[src/rtl/pc_pkg.sv]
// Shared types and default widths for the 3BC program-counter / fetch stage.
// The branch lookup table imports the same widths so both sides agree on Offset.
package pc_pkg;

  localparam int PC_W_DEF  = 10;
  localparam int OFS_W_DEF = 11;
  localparam int CNT_W_DEF = 16;

  typedef enum logic [1:0] {
    IDLE = 2'd0,
    RUN  = 2'd1,
    DONE = 2'd2
  } pc_state_t;

endpackage

[src/rtl/pc_next_calc.sv]
// Combinational next-PC selection: hold on halt, relative branch, else sequential.
// Also used by reference models, so it carries no state and no stall handling.
module pc_next_calc
  import pc_pkg::*;
#(
  parameter int PC_W  = PC_W_DEF,
  parameter int OFS_W = OFS_W_DEF
) (
  input  logic [PC_W-1:0]  i_pc,
  input  logic [OFS_W-1:0] i_offset,
  input  logic             i_branch_taken,
  input  logic             i_halt,
  output logic [PC_W-1:0]  o_next_pc
);

  logic [PC_W:0] w_ofs_ext;
  logic [PC_W:0] w_sum;

  // Sign-extend to PC_W+1 and keep the low PC_W bits: wrap in either direction is silent.
  assign w_ofs_ext = (PC_W+1)'($signed(i_offset));
  assign w_sum     = {1'b0, i_pc} + w_ofs_ext;

  always_comb begin
    o_next_pc = i_pc + PC_W'(1);
    if (i_halt) begin
      o_next_pc = i_pc;
    end else if (i_branch_taken) begin
      o_next_pc = w_sum[PC_W-1:0];
    end
  end

endmodule

[src/rtl/pc_fetch_ctrl.sv]
// Program counter and run sequencer (IDLE -> RUN -> DONE) with a saturating
// retired-instruction counter. All outputs come from registers or state decode.
module pc_fetch_ctrl
  import pc_pkg::*;
#(
  parameter int PC_W  = PC_W_DEF,
  parameter int OFS_W = OFS_W_DEF,
  parameter int CNT_W = CNT_W_DEF
) (
  input  logic             Clk,
  input  logic             Reset_n,
  input  logic             Start,
  input  logic [PC_W-1:0]  StartAddr,
  input  logic             Stall,
  input  logic             BranchTaken,
  input  logic [OFS_W-1:0] Offset,
  input  logic             Halt,
  output logic [PC_W-1:0]  ProgCtr,
  output logic             Running,
  output logic             Done,
  output logic [CNT_W-1:0] InstCount,
  output pc_state_t        o_dbg_state
);

  pc_state_t        r_state;
  pc_state_t        w_state_nxt;
  logic [PC_W-1:0]  r_pc;
  logic [CNT_W-1:0] r_cnt;
  logic [PC_W-1:0]  w_next_pc;

  pc_next_calc #(
    .PC_W  (PC_W),
    .OFS_W (OFS_W)
  ) u_next (
    .i_pc           (r_pc),
    .i_offset       (Offset),
    .i_branch_taken (BranchTaken),
    .i_halt         (Halt),
    .o_next_pc      (w_next_pc)
  );

  always_ff @(posedge Clk or negedge Reset_n) begin
    if (!Reset_n) begin
      r_state <= IDLE;
    end else begin
      r_state <= w_state_nxt;
    end
  end

  // DONE waits for Start to drop so a held Start cannot trigger an immediate re-run.
  always_comb begin
    w_state_nxt = r_state;
    case (r_state)
      IDLE:    if (Start) w_state_nxt = RUN;
      RUN:     if (!Stall && Halt) w_state_nxt = DONE;
      DONE:    if (!Start) w_state_nxt = IDLE;
      default: w_state_nxt = IDLE;
    endcase
  end

  always_ff @(posedge Clk or negedge Reset_n) begin
    if (!Reset_n) begin
      r_pc  <= '0;
      r_cnt <= '0;
    end else begin
      case (r_state)
        IDLE: begin
          if (Start) begin
            r_pc  <= StartAddr;
            r_cnt <= '0;
          end
        end
        RUN: begin
          if (!Stall) begin
            r_pc <= w_next_pc;
            if (r_cnt != '1) r_cnt <= r_cnt + CNT_W'(1);
          end
        end
        default: ;
      endcase
    end
  end

  always_comb begin
    Running     = (r_state == RUN);
    Done        = (r_state == DONE);
    ProgCtr     = r_pc;
    InstCount   = r_cnt;
    o_dbg_state = r_state;
  end

endmodule

[config.mk]
export PLATFORM = sky130hd
export DESIGN_NAME = pc_fetch_ctrl
export DESIGN_NICKNAME = d
export VERILOG_FILES = /design/src/rtl/pc_pkg.sv /design/src/rtl/pc_next_calc.sv /design/src/rtl/pc_fetch_ctrl.sv
export SDC_FILE = /design/constraint.sdc
export NUM_CORES = 1
export LEC_CHECK = 0
export CORE_MARGIN = 2
export CORE_UTILIZATION = 37
export CTS_BUF_LIST = sky130_fd_sc_hd__clkbuf_4 sky130_fd_sc_hd__clkbuf_8
export DETAILED_ROUTE_END_ITERATION = 8
export PLACE_DENSITY = 0.71
export SYNTH_ARGS = -nofsm -noshare
export SYNTH_HDL_FRONTEND = slang
export SYNTH_SLANG_ARGS = --single-unit
[constraint.sdc]
create_clock -name Clk -period 2.9 [get_ports Clk]
set_input_delay 0.58 -clock Clk [delete_from_list [all_inputs] [get_ports Clk]]
set_output_delay 0.58 -clock Clk [all_outputs]
set_load 0.03 [all_outputs]
==> summary.md, run 1 <==
| Metric | Value |
|---|---|
| Clock power frac | 0.101 |
| 1st-pass router iterations | 4 |
| Yosys top cell area share | 0.371 |
| Initial antenna violation count | 0 |
| Launching element type of the critical path | input port |
| Vias | 1676 |
| PortBufs | 55 |
| Placed instance area | 2600 um^2 |
| Commonest non-fill, non-tap cell in the layout | clkdlybuf4s50_1 |
| Fin worst setup slack | 0.202 ns |
| # fillers | 496 |
| Largest net degree at the start of global routing | 29 |
| Syn_area_per_cell | 9.08 um^2 |
| Sequential fraction of the synthesis area | 0.371 |
| First-pass GRT wire length | 7430 um |
| RD Place Congestion | 0.797 |
| Mapped Nets | 246 |
| XOR/XNOR Fraction of Synth Area | 0.0788 |
| WL per Instance | 13.3 um |
| Main area contributors after synthesis | dfrtp_1, ha_1, nand2_1 |
| Worst flop-to-flop path startpoint | ProgCtr[0] |
| Diodes inserted | 0 |
| Post-Layout Inst Area | 2660 um^2 |
| VDD IR max | 0.302 mV |
| Fraction of layout cells with a size suffix above 1 | 0.121 |
| GRT overflow | 0 |
| Final Skew | 0.00753 ns |
| Psw | 974 uW |
| Initial Utilization | 0.377 |
| Sw frac | 0.451 |
| Leak | 1.17 nW |
| Reg2Reg Capture Point | ProgCtr[6] |
| Period Utilization, post-route | 0.930 |
| Multiplexer area fraction after synthesis | 0.0159 |
| Nets | 313 |
| CP endpoint kind | flip-flop |
| Clock latency on the worst-skew pair | 0.28 ns |
| Mapped cell area | 1890 um^2 |
| Synth Area in Adders | 0.0768 |
| Root Driver | clkbuf_8 |
| Die H | 75.5 um |
| Internal | 1.19 mW |
| Leading area contributor after synthesis | dfrtp_1 |
| F_max | 371 MHz |
| Status | complete, no violations |
| Final ANT Viol Nets | 0 |
| Post-Layout Cell Count | 343 |
| Cts bufs inserted | 3 |
| CTS tree | yes |
| Worst-path maximum fanout | 4 |
| Core Box Area | 5010 um^2 |
| Via/cell ratio | 4.89 |
| Post-synthesis compound-gate area fraction | 0.187 |
| Area share of and/or/nand/nor cells after synthesis | 0.245 |
| Worst-path clk slew | 0.10 ns |
| Total Power | 2.16 mW |
| Hold Path Depth | 2 |
| Pwr Density | 813 nW/um^2 |
| Largest family of logic cells by synthesized area | simple AND/OR/NAND/NOR gates |
| Crit path time final | 2.70 ns |
| Worst slack, placed | -0.280 ns |
| Hold Path Sink | ProgCtr[4] |
| Most frequent cells in the layout | clkdlybuf4s50_1, dfrtp_1, nand2_1 |
| H-tree lvl count | 1 |
| Crit Path Category | in -> reg |
| Vias in the first global route | 1592 |
| Post-synthesis cell type count | 47 |
| Total Routed Length | 4570 um |
| YS warnings | 0 |
| Post-Place Cells | 340 |
| DR iter-0 viols | 26 |
| Min-delay src | ProgCtr[4] |
| Max_slew headroom | 0.755 |
| Total of max-cap violations | 0 |
| Total GRT Usage | 0.171 |
| WP data required | 3.07 ns |
| CTS Sinks | 28 |
| Worst-margin pin slew | 0.368 ns |
| RSZ-0062 raised after global routing | false |
| Cells along the critical path | clkdlybuf4s50_1, and2_1, ha_1, a211oi_2, o21ai_2, a2111oi_4, nor3_2, o211ai_2, or3b_1 |
| Area Overhead vs Synth | 40.6% |
| Hpwl dp | 3480 um |
| Worst Hold Class | reg -> reg |
| Syn Inst Count | 208 |
| Worst reg2reg path depth | 9 |
| Final setup vio count | 0 |
| Yosys reg bits | 28 |
| CP Data Arrival Time | 2.86 ns |
| # rows | 26 |
| CP max stage delay | 0.42 ns |
| Die Area | 5690 um^2 |
| Num ports | 57 |
| Die width | 75.5 um |
| Flop pwr share | 0.275 |
| DRC viols | 0 |
| CTS max path bufs | 2 |
| Comb power frac | 0.624 |
| Slew Viols, Final | 0 |
| R2R Setup Slk | 0.62 ns |
| Slowest stage cell, crit path | a2111oi_4 |
| Final Hold Viols | 0 |
sequential cells by signal, indices dropped and copies added (netlist names):
| name | cells |
|---|---|
| InstCount | 16 |
| o_dbg_state | 2 |
| ProgCtr | 10 |
worst max-delay path, delay by kind of cell:
family                   cells  cell delay [ns]
AO/OA/AOI/OAI                4             0.94
AND/OR/NAND/NOR              3             0.61
adder cells (fa/ha/maj)      1             0.32
buffers and inverters        1             0.40
synth_stat cells (all sizes together):
| master | number |
|---|---|
| nand2b | 3 |
| o22ai | 1 |
| nor2b | 2 |
| a21boi | 1 |
| or3 | 3 |
| a31oi | 7 |
| o21ai | 8 |
| o211ai | 1 |
| nand4 | 2 |
| fa | 1 |
| and3 | 7 |
| clkbuf | 3 |
| o211a | 1 |
| a211o | 1 |
| or3b | 1 |
| xnor2 | 7 |
| nand3 | 12 |
| o21bai | 1 |
| and4 | 1 |
| mux2i | 3 |
| nor3 | 3 |
| a21o | 3 |
| a311oi | 2 |
| a221oi | 1 |
| nand3b | 1 |
| inv | 5 |
| a2111o | 1 |
| and2 | 9 |
| buf | 4 |
| nand2 | 26 |
| a2111oi | 2 |
| ha | 10 |
| xor2 | 10 |
| dfrtp | 28 |
| a211oi | 1 |
| a21oi | 11 |
| o21a | 1 |
| nor2 | 24 |
metrics by stage:
stage          utilization  TNS [ns]  hold WS (ns)
2_1_floorplan            -         0         0.284
3_3_place_gp         0.519    -0.675         0.505
3_5_place_dp         0.519    -0.694         0.509
4_1_cts              0.528         0         0.532
5_1_grt              0.530         0         0.567
6_report             0.530         0         0.526
worst max-delay path by stage:
stage | start | to | slack [ns] | cells after the start
6_report | Offset[3] | ProgCtr[9] | 0.20 | 9
5_1_grt | Offset[3] | ProgCtr[9] | 0.07 | 9
4_1_cts | BranchTaken | ProgCtr[8] | 0.02 | 10
3_5_place_dp | BranchTaken | ProgCtr[8] | -0.28 | 10
3_3_place_gp | BranchTaken | ProgCtr[8] | -0.28 | 10
2_1_floorplan | Offset[0] | ProgCtr[8] | 0.37 | 9
layout make-up:
type,instances,area [um^2],share of cell area
inverters,5,18.8,0.00707
multi-input cells,168,1150,0.433
clock buffers,3,41.3,0.0155
repair buffers,69,658,0.248
flip-flops and latches,28,701,0.264
well taps,70,87.6,0.0330
cells by family (layout without fill, tap and decap cells):
kind of cell	Yosys count	count (layout)
AOI/OAI and AO/OA	43	43
DFF	28	28
and+or+nand+nor	94	94
xor gates and xnor gates	17	17
muxes	3	3
adders and majority gates	11	11
buffers and inverters	12	77
routing by layer:
layer / GRT usage / part of all wire
met5: 0 / 0
met4: 0.0351 / 0.0068
met3: 0.0291 / 0.057
met2: 0.298 / 0.47
met1: 0.225 / 0.46
power groups by stage:
stage | combinational [mW] | sequential [mW] | clock (mW)
6_report | 1.35 | 0.594 | 0.218
5_1_grt | 1.49 | 0.613 | 0.242
4_1_cts | 1.35 | 0.599 | 0.227
3_5_place_dp | 1.35 | 0.608 | 0
3_3_place_gp | 1.33 | 0.601 | 0
2_1_floorplan | 0.670 | 0.773 | 0
what timing repair did:
action / in CTS / in global routing
resized for setup: 0 / 3
buffers inserted: 0 / 0
endpoints found under the setup margin: 0 / 2
hold buffers: 0 / 0
Note: power is estimated with default switching activity, not from simulation.
==> run 2, diff against run 1 <==
==> constraint.sdc (replaced) <==
create_clock -name Clk -period 2.5 [get_ports Clk]
set_input_delay 0.5 -clock Clk [delete_from_list [all_inputs] [get_ports Clk]]
set_output_delay 0.5 -clock Clk [all_outputs]
set_load 0.03 [all_outputs]
==> run 2 against run 1 <==
Clock skew is 0.0058 ns lower. Sequential power rose by 21%. Via count rose by 8.4%. Setup slack worse by 0.12 ns. Wire length is 11% higher. Combinational power increased by 33%. Flip-flop and latch count is the same. Die area is the same. Clock power increased by 17%. Cell count is 4.4% higher. Total power grew 28%.
==> summary.md, run 2 (synthesis gave the netlist of run 1 again) <==
| Metric | Value |
|---|---|
| Nets | 328 |
| Worst slack, placed | -0.556 ns |
| # fillers | 454 |
| Leak | 1.27 nW |
| CTS tree | yes |
| Final setup vio count | 0 |
| CP endpoint kind | flip-flop |
| Pwr Density | 966 nW/um^2 |
| Setup TNS | 0 ns |
| Top Family by Delay on Critical Path | compound AO/OA/AOI/OAI gates |
| Hold Buf Count CTS | 0 |
| WL per Instance | 14.2 um |
| Vias in the first global route | 1708 |
| DR iter-0 viols | 77 |
| DRC viols | 0 |
| WP data required | 2.66 ns |
| CTS Sinks | 28 |
| Multi-input gate area | 1240 um^2 |
| VDD IR max | 0.381 mV |
| Total of max-cap violations | 0 |
| Fin worst setup slack | 0.0817 ns |
| Status | complete, no violations |
| Slew Viols, Final | 0 |
| Die Area | 5690 um^2 |
| Most frequent cells in the layout | clkdlybuf4s50_1, buf_4, dfrtp_1 |
| Final Hold Viols | 0 |
| Total GRT Usage | 0.177 |
| Worst-margin pin slew | 0.495 ns |
| Area Overhead vs Synth | 51.3% |
| CTS max path bufs | 2 |
| CP Data Arrival Time | 2.58 ns |
| Final ANT Viol Nets | 0 |
| Post-Place Cells | 347 |
| Commonest non-fill, non-tap cell in the layout | clkdlybuf4s50_1 |
| Via/cell ratio | 5.08 |
| Launching element type of the critical path | input port |
| Period Utilization, post-route | 0.967 |
| H-tree lvl count | 1 |
| F_max | 414 MHz |
| # rows | 26 |
| Worst path buffer plus inverter count | 1 |
| Diodes inserted | 0 |
| Post-Layout Cell Count | 358 |
| Die H | 75.5 um |
| Cts bufs inserted | 3 |
| Root Driver | clkbuf_8 |
| Cells along the critical path | clkdlybuf4s50_1, and2_4, ha_4, o211a_1, a2111oi_4, nor3_2, o211ai_2, or3b_1 |
| Hpwl dp | 3650 um |
| Slowest stage cell, crit path | clkdlybuf4s50_1 |
| Crit Path Category | in -> reg |
| Largest register FFs | 16 |
| GRT overflow | 0 |
| 1st-pass router iterations | 5 |
| Largest net degree at the start of global routing | 29 |
| Crit path time final | 2.42 ns |
| Clock latency on the worst-skew pair | 0.27 ns |
| Max_slew headroom | 0.669 |
| Final Skew | 0.00175 ns |
| Die width | 75.5 um |
| PortBufs | 55 |
| Initial Utilization | 0.377 |
| Fraction of layout cells with a size suffix above 1 | 0.215 |
| Total Power | 2.76 mW |
| Final Util | 0.570 |
| CP max stage delay | 0.47 ns |
| Initial antenna violation count | 0 |
| Worst-path clk slew | 0.10 ns |
| Worst-path maximum fanout | 3 |
| Num ports | 57 |
| RD Place Congestion | 0.806 |
| Vias | 1817 |
| Reg area | 701 um^2 |
| Worst Hold Class | reg -> reg |
| RSZ-0062 raised after global routing | false |
| Total Routed Length | 5090 um |
| Core Box Area | 5010 um^2 |
| First-pass GRT wire length | 7840 um |
## run 2: changes by cell type in the layout (fill, tap and decap cells not counted), moves of 2 or more
cell             previous run  this run
and2_1                      9         6
a21oi_2                     1         3
buf_4                      14        29
clkdlybuf4s50_1            54        52
a21oi_1                    10         8
and2_4                      0         3
ha_1                       10         5
ha_4                        0         5
## run 2: where the power goes
| part | switching (mW) | internal [mW] | leakage, nW | total [mW] |
|---|---|---|---|---|
| combinational | 0.932 | 0.857 | 0.879 | 1.79 |
| clock | 0.146 | 0.108 | 0.0216 | 0.255 |
| sequential | 0.152 | 0.566 | 0.364 | 0.718 |
## run 2: metrics by stage
stage | instance area [um^2] | hold slack (ns)
after floorplan | 1890 | 0.204
after global placement | 2660 | 0.502
after detailed placement | 2660 | 0.514
after CTS | 2760 | 0.540
after global routing | 2860 | 0.568
final | 2860 | 0.553
## run 2: worst min-delay path, delay by kind of cell, from the launching register on
| kind | cells | cell delay (ns) |
|---|---|---|
| DFF | 1 | 0.40 |
| and+or+nand+nor | 2 | 0.13 |
## run 2: layout make-up
class / instances / area share
well taps: 70 / 0.0306
flip-flops and latches: 28 / 0.245
multi-input cells: 168 / 0.434
repair buffers: 84 / 0.269
inverters: 5 / 0.00657
clock buffers: 3 / 0.0144
## run 2: routing by layer
metal	part of all wire	global-route usage	vias to the layer above	wire length [um]
li1	-	-	896	-
met1	0.44	0.229	861	2260
met2	0.49	0.309	52	2490
met3	0.057	0.0317	8	292
met4	0.011	0.0429	0	54
met5	0	0	-	0
## run 2: worst paths after layout
kind	startpoint	endpoint	slack, ns	cells past startpoint
worst max-delay path	Offset[4]	ProgCtr[9]	0.08	8
min in group asynchronous	Reset_n	ProgCtr[6]	0.61	2
worst max register to register	ProgCtr[0]	ProgCtr[9]	0.37	8
worst min-delay path	ProgCtr[6]	ProgCtr[6]	0.55	2
worst min register to register	ProgCtr[6]	ProgCtr[6]	0.55	2
max in group asynchronous	Reset_n	InstCount[0]	1.62	2
## run 2: repair_timing
| action | CTS | global route |
|---|---|---|
| setup endpoints to repair | 3 | 3 |
| gates resized for setup | 11 | 11 |
| pin swaps | 8 | 14 |
| setup buffers | 3 | 5 |
| hold endpoints to repair | 0 | 0 |
